$ cat config.mk
export PLATFORM = sky130hd
export DESIGN_NAME = univ_shift_reg
export DESIGN_NICKNAME = d
export VERILOG_FILES = /design/src/rtl/univ_shift_reg.sv
export SDC_FILE = /design/constraint.sdc
export NUM_CORES = 1
export LEC_CHECK = 0
export CAP_MARGIN = 30
export CORE_MARGIN = 1
export CORE_UTILIZATION = 42
export DETAILED_ROUTE_END_ITERATION = 10
export PLACE_DENSITY = 0.77
export SETUP_SLACK_MARGIN = 0.3
export SYNTH_ARGS = -nofsm -noshare
export SYNTH_HDL_FRONTEND = slang
export SYNTH_SLANG_ARGS = --single-unit
$ cat constraint.sdc
create_clock -name Clk -period 2.1 [get_ports Clk]
set_clock_uncertainty 0.2 [all_clocks]
set_input_delay 0.63 -clock Clk [delete_from_list [all_inputs] [get_ports Clk]]
set_output_delay 0.63 -clock Clk [all_outputs]
set_load 0.01 [all_outputs]
$ cat src/rtl/univ_shift_reg.sv
// univ_shift_reg: WIDTH-bit universal shift register with hold, shift right,
// shift left and parallel load, serial taps at both ends, and a saturating
// shift counter whose terminal value raises Done.
// Optional feature macro: SHREG_ROTATE_EN adds the Rotate input, which feeds
// the outgoing bit back into the vacated end during shifts.
module univ_shift_reg #(
  parameter int               WIDTH     = 8,
  parameter logic [WIDTH-1:0] RESET_VAL = '0,
  localparam int              CW        = $clog2(WIDTH + 1)
) (
  input  logic             Clk,
  input  logic             Reset,
  input  logic [1:0]       Mode,
  input  logic [WIDTH-1:0] D,
  input  logic             SerInMsb,
  input  logic             SerInLsb,
`ifdef SHREG_ROTATE_EN
  input  logic             Rotate,
`endif
  output logic [WIDTH-1:0] Q,
  output logic             SerOutMsb,
  output logic             SerOutLsb,
  output logic [CW-1:0]    Cnt,
  output logic             Done
);

  typedef enum logic [1:0] {
    MODE_HOLD  = 2'b00,
    MODE_SHR   = 2'b01,
    MODE_SHL   = 2'b10,
    MODE_LOAD  = 2'b11
  } mode_e;

  localparam logic [CW-1:0] CNT_MAX = CW'(WIDTH);

  logic [WIDTH-1:0] q_q, q_d;
  logic [CW-1:0]    cnt_q, cnt_d;
  logic             msb_in, lsb_in;
  logic             shift;

  // Serial fill bits: rotation recirculates the bit falling off the other end.
`ifdef SHREG_ROTATE_EN
  assign msb_in = Rotate ? q_q[0]       : SerInMsb;
  assign lsb_in = Rotate ? q_q[WIDTH-1] : SerInLsb;
`else
  assign msb_in = SerInMsb;
  assign lsb_in = SerInLsb;
`endif

  // Next-state decode for data and shift counter; every Mode value is legal.
  always_comb begin
    q_d   = q_q;
    cnt_d = cnt_q;
    shift = 1'b0;
    unique case (mode_e'(Mode))
      MODE_HOLD: ;
      MODE_SHR: begin
        q_d   = {msb_in, q_q[WIDTH-1:1]};
        shift = 1'b1;
      end
      MODE_SHL: begin
        q_d   = {q_q[WIDTH-2:0], lsb_in};
        shift = 1'b1;
      end
      MODE_LOAD: begin
        q_d   = D;
        cnt_d = '0;
      end
      default: ;
    endcase
    // Counter saturates at WIDTH while data keeps moving.
    if (shift && (cnt_q != CNT_MAX)) cnt_d = cnt_q + 1'b1;
  end

  // State registers; reset wins over any clock edge while asserted.
  always_ff @(posedge Clk or posedge Reset) begin
    if (Reset) begin
      q_q   <= RESET_VAL;
      cnt_q <= '0;
    end else begin
      q_q   <= q_d;
      cnt_q <= cnt_d;
    end
  end

  assign Q         = q_q;
  assign SerOutMsb = q_q[WIDTH-1];
  assign SerOutLsb = q_q[0];
  assign Cnt       = cnt_q;
  // Done comes only from the counter register, never from inputs.
  assign Done      = (cnt_q == CNT_MAX);

endmodule

==> flow_summary.ini, run 1 <==
[cts]
htreeDepth = 1
cts_hold_buf = 0
cts_sinks = 12
cts-root-buf = clkbuf_4
cts_buffer_depth = 2
cts-buffers-inserted = 3
path_clk_slew_ps = 70
clkLatencyLatePin_ps = 280
cts_tree = done

[detailed_routing]
drt-total-wl_um = 2210
dr_total_vias = 775
first_iter_violations = 26
ant_nets = 0
dr.pass1.iters = 6
drc = 0
viasPerCell = 5.42
wl_per_cell_um = 15.5

[layout]
final_cell_mix = buf_4 (23), dfrtp_1 (12), inv_1 (11), clkdlybuf4s50_1 (11), clkdlybuf4s15_1 (11)
nNetsFinal = 148
n_antenna_cell = 0
drive_above_1_share_pct = 37.0
design_area_sq_um = 1280
area_growth_pct = 71.1
final_common_cell = buf_4
fillers = 95

[sta]
min_period_ps = 1980
hold_violations = 0
hold_slack_ps = 416
setup_slack_ps = 117
period_share_pct = 94.4
setup-tns-final_ps = 0
relSlewSlack_pct = 69.1
rsz0062_at_grt = yes
worstMarginPinSlew_ps = 463
fmax_mhz = 504
drv_slew = 0
setup-violations-final = 0

[power]
switchingPower_uw = 404
p_total_uw = 1150
power_density_nw_per_um2 = 898
leakagePower_uw = 0.000611
p_int_uw = 742
ir_worst_vdd_mv = 0.674
seqPwrFrac_pct = 29.0
pwr-share-comb_pct = 58.6
clockPowerShare_pct = 12.4
switching_share_pct = 35.2

[worst_setup_path]
crit_type = reg2out
crit_family = flip-flops
worst_ep_arrival_time_ps = 1150
cp-end-kind = primary output
crit_required_ps = 1270
max_stage_delay_ps = 390
path_max_fanout = 2
worstSetupStartpointType = flop
path_cells = inv_2 > ha_4 > nand2b_4 > nor2_1 > buf_2
slowest_stage = dfrtp_1
worst-path-buf-inv = 2

[floorplan]
die-area_sq_um = 1950
num_io_pins = 29
die_h_um = 44.1
num_rows = 14
core-area_sq_um = 1580
die_x_um = 44.1
start_util_pct = 47.3

[run]
maxCapViolCount = 0

[grt]
antenna_found_initial = 0
busiest_layer = met2
use_met2_pct = 36.5
grt_pass1_wl_um = 3190
grt.total_usage_pct = 22.8
grt_util_met3_pct = 8.98
grt_overflow = 0
use_met1_pct = 28.8
grt_pass1_vias = 741
grt_max_degree = 17

[placement]
placed_area_sq_um = 1070
hpwl_um = 1210
routabilityCongestion = 0.806
portBuffers = 28
dp_slack_ps = -288

[logic_synthesis]
netlist_instances = 78
ys_warn_count = 0
ys_seq_elements = 12
seq_area_frac_synth_pct = 40.3
synth_cell_types = 22
synth_area_sq_um = 746
syn_avg_cell_area_sq_um = 9.56
synth_nets = 97

[hold_path]
min_path_type = reg2reg

[outcome]
run_status = completed
==> flip-flops by register name, indices dropped and copies added, names as in the netlist <==
| name | flops |
|---|---|
| Cnt | 4 |
| Q | 8 |
==> tightest hold or removal path: stages (launching register included) <==
cell and delay [ps]:
dfrtp_1 350, buf_4 130, nand2_1 40, o21ai_0 60
==> timing repair <==
item,CTS,global route
setup endpoints to repair,27,20
gates resized for setup,43,18
pin swaps,3,2
buffers inserted,11,5
==> power by group through the flow <==
stage | combinational [uW] | sequential (uW) | clock (uW)
6_report | 672 | 332 | 142
5_1_grt | 730 | 336 | 160
4_1_cts | 575 | 328 | 151
3_5_place_dp | 496 | 341 | 0
3_3_place_gp | 483 | 339 | 0
2_1_floorplan | 186 | 381 | 0
==> final timing paths <==
kind | start | cells after the start | slack [ps] | to
max reg2reg | Cnt[0]$_DFFE_PP0P_ | 7 | 360 | Cnt[1]$_DFFE_PP0P_
min | Cnt[2]$_DFFE_PP0P_ | 3 | 420 | Cnt[2]$_DFFE_PP0P_
max | Cnt[0]$_DFFE_PP0P_ | 5 | 120 | Done
min in group asynchronous | Reset | 2 | 450 | Cnt[1]$_DFFE_PP0P_
min reg2reg | Cnt[2]$_DFFE_PP0P_ | 3 | 420 | Cnt[2]$_DFFE_PP0P_
max in group asynchronous | Reset | 2 | 930 | Q[1]$_DFFE_PP0P_
==> kinds of logic after synthesis <==
| logic type | after synthesis | share of synthesized area [%] |
|---|---|---|
| AO/OA/AOI/OAI | 27 | 26.0 |
| adder cells (fa/ha/maj) | 5 | 8.39 |
| buffers and inverters | 20 | 12.4 |
| flip-flops | 12 | 40.3 |
| multiplexers | 3 | 4.19 |
| AND/OR/NAND/NOR | 11 | 8.73 |
==> cell usage after synthesis <==
cell	number	area (sq um)
mux2_1	1	11.3
nand4_1	1	6.26
clkbuf_1	1	3.75
buf_2	2	10.0
nand2b_1	3	18.8
mux2i_1	2	20.0
o21ai_0	1	5.00
dfrtp_1	12	300
nand3b_1	1	7.51
ha_1	5	62.6
o21ai_2	1	8.76
buf_6	1	11.3
buf_4	2	15.0
nand3_1	2	10.0
a211oi_1	8	60.1
nand2_1	1	3.75
inv_1	14	52.6
nor2_4	1	11.3
a211o_2	1	10.0
a21oi_1	8	40.0
nor2_1	2	7.51
a22o_1	8	70.1
==> routing by layer <==
| layer | vias up | wire length [um] |
|---|---|---|
| met3 | 5 | 137 |
| met5 | - | 0 |
| met4 | 0 | 44 |
| met2 | 31 | 1130 |
| met1 | 370 | 896 |
| li1 | 369 | - |
==> area by class of cell <==
type / instances / area [sq um] / share of cell area (%)
repair buffers: 52 / 450 / 35.3
multi-input cells: 46 / 430 / 33.7
flip-flops and latches: 12 / 300 / 23.5
inverters: 14 / 52.6 / 4.12
clock buffers: 3 / 22.5 / 1.76
well taps: 16 / 20.0 / 1.57
==> through the flow <==
| stage | utilization (%) | instances |
|---|---|---|
| floorplan | - | 78 |
| global placement | 67.8 | 124 |
| detailed placement | 67.8 | 124 |
| CTS | 76.0 | 138 |
| global route | 81.0 | 143 |
| finish | 81.0 | 143 |
No activity file was read; power rests on OpenSTA's default activity.
==> run 2: changes to the inputs <==
Settings changed: CORE_UTILIZATION 42 to 39, PLACE_DENSITY 0.77 to 0.73.
==> run 2 against run 1 <==
Net effect:
- register-to-register slack improved by 150 ps
- first-iteration DRC count fell by 27%
- wire length fell by 8.2%
- clock power barely moved
- hold slack got worse by 46 ps
- flip-flop and latch count did not move
- via count fell by 4.0%
- count of clock-buffer cells in the layout did not move
- combinational power fell by 14%
==> flow_summary.ini, run 2 (synthesized netlist as in run 1, its figures left out) <==
[floorplan]
die_h_um = 45.7
die_x_um = 45.7
num_rows = 15
die-area_sq_um = 2090
core-area_sq_um = 1760
start_util_pct = 42.3
num_io_pins = 29

[detailed_routing]
dr_total_vias = 744
dr.pass1.iters = 4
drt-total-wl_um = 2030
first_iter_violations = 19
viasPerCell = 5.06
drc = 0
wl_per_cell_um = 13.8
ant_nets = 0

[cts]
path_clk_slew_ps = 60
cts_tree = done
cts-buffers-inserted = 3
cts_sinks = 12
cts_buffer_depth = 2
cts-root-buf = clkbuf_4
clkLatencyLatePin_ps = 270
htreeDepth = 1

[worst_setup_path]
worst_ep_arrival_time_ps = 1130
path_cells = inv_2 > ha_4 > nand2b_4 > nor2_1 > buf_2
crit_type = reg2out
path_max_fanout = 2
crit_family = flip-flops
worstSetupStartpointType = flop
slowest_stage = dfrtp_1
cp-end-kind = primary output
crit_required_ps = 1270
worst-path-buf-inv = 2
max_stage_delay_ps = 390

[grt]
grt_overflow = 0
grt_max_degree = 17
grt_pass1_wl_um = 2820
antenna_found_initial = 0
grt.total_usage_pct = 19.5
grt_pass1_vias = 627

[layout]
final_cell_mix = buf_4 (17), dfrtp_1 (12), inv_1 (11), clkdlybuf4s50_1 (11), clkdlybuf4s15_1 (9)
largest_reg_flops = 8
n_antenna_cell = 0
fillers = 154
drive_above_1_share_pct = 33.6
design_area_sq_um = 1240
nNetsFinal = 143
final_common_cell = buf_4
area_growth_pct = 65.9

[power]
p_total_uw = 1050
ir_worst_vdd_mv = 0.684
leakagePower_uw = 0.000587
power_density_nw_per_um2 = 849

[placement]
portBuffers = 28
dp_slack_ps = -320
placed_area_sq_um = 1080
routabilityCongestion = 0.759
hpwl_um = 1240

[sta]
setup_slack_ps = 137
rsz0062_at_grt = yes
setup-violations-final = 0
fmax_mhz = 509
hold_violations = 0
drv_slew = 0
period_share_pct = 93.5
worstMarginPinSlew_ps = 476
relSlewSlack_pct = 68.2
min_period_ps = 1960
setup-tns-final_ps = 0

[outcome]
run_status = completed

[run]
maxCapViolCount = 0

[hold_path]
min_path_type = reg2reg
[run 2: worst register-to-register path: cells and delay by family, from the launching register on]
family	cells	cell delay, ps
flops	1	390
mux	1	330
compound gates	1	150
buf+inv	2	220
simple gates	1	50
fa+ha+maj	1	130
[run 2: layer usage]
| metal | vias up | share of wire [%] | GRT usage [%] |
|---|---|---|---|
| met3 | 4 | 5.0 | 5.95 |
| li1 | 361 | - | - |
| met4 | 0 | 1.8 | 5.29 |
| met5 | - | 0 | 0 |
| met2 | 22 | 50 | 29.4 |
| met1 | 357 | 44 | 27.0 |
[run 2: cell type report]
class	count	area [sq um]	share of cell area, %
Multi-Input combinational cell	46	424	34.3
Timing Repair Buffer	47	407	32.9
Inverter	14	52.6	4.25
Tap cell	25	31.3	2.53
Sequential cell	12	300	24.3
Clock buffer	3	22.5	1.82
[run 2: worst paths after layout]
path	start	to	slack [ps]	depth (start not counted)
min	Q[5]$_DFFE_PP0P_	Q[5]$_DFFE_PP0P_	370	2
max in group asynchronous	Reset	Q[5]$_DFFE_PP0P_	910	2
max	Cnt[1]$_DFFE_PP0P_	Done	140	5
min reg2reg	Q[5]$_DFFE_PP0P_	Q[5]$_DFFE_PP0P_	370	2
min in group asynchronous	Reset	Q[7]$_DFFE_PP0P_	460	2
max reg2reg	Cnt[1]$_DFFE_PP0P_	Cnt[1]$_DFFE_PP0P_	510	6
[run 2: timing repair]
action                     4_1_cts  5_1_grt
hold buffers                     0        0
pin swaps                        0        3
setup endpoints to repair       27       14
buffers inserted                 6        6
gates resized for setup         36       17
[run 2: metrics by stage]
stage	instances	hold slack (ps)	util (%)
after floorplan	78	295	-
after global placement	132	340	61.5
after detailed placement	132	352	61.5
after CTS	141	371	65.4
after global routing	147	397	70.1
final	147	370	70.1
[run 2: where the power goes]
| group | internal (uW) | switching, uW |
|---|---|---|
| Clock | 66.4 | 73.2 |
| Combinational | 318 | 259 |
| Sequential | 292 | 41.7 |
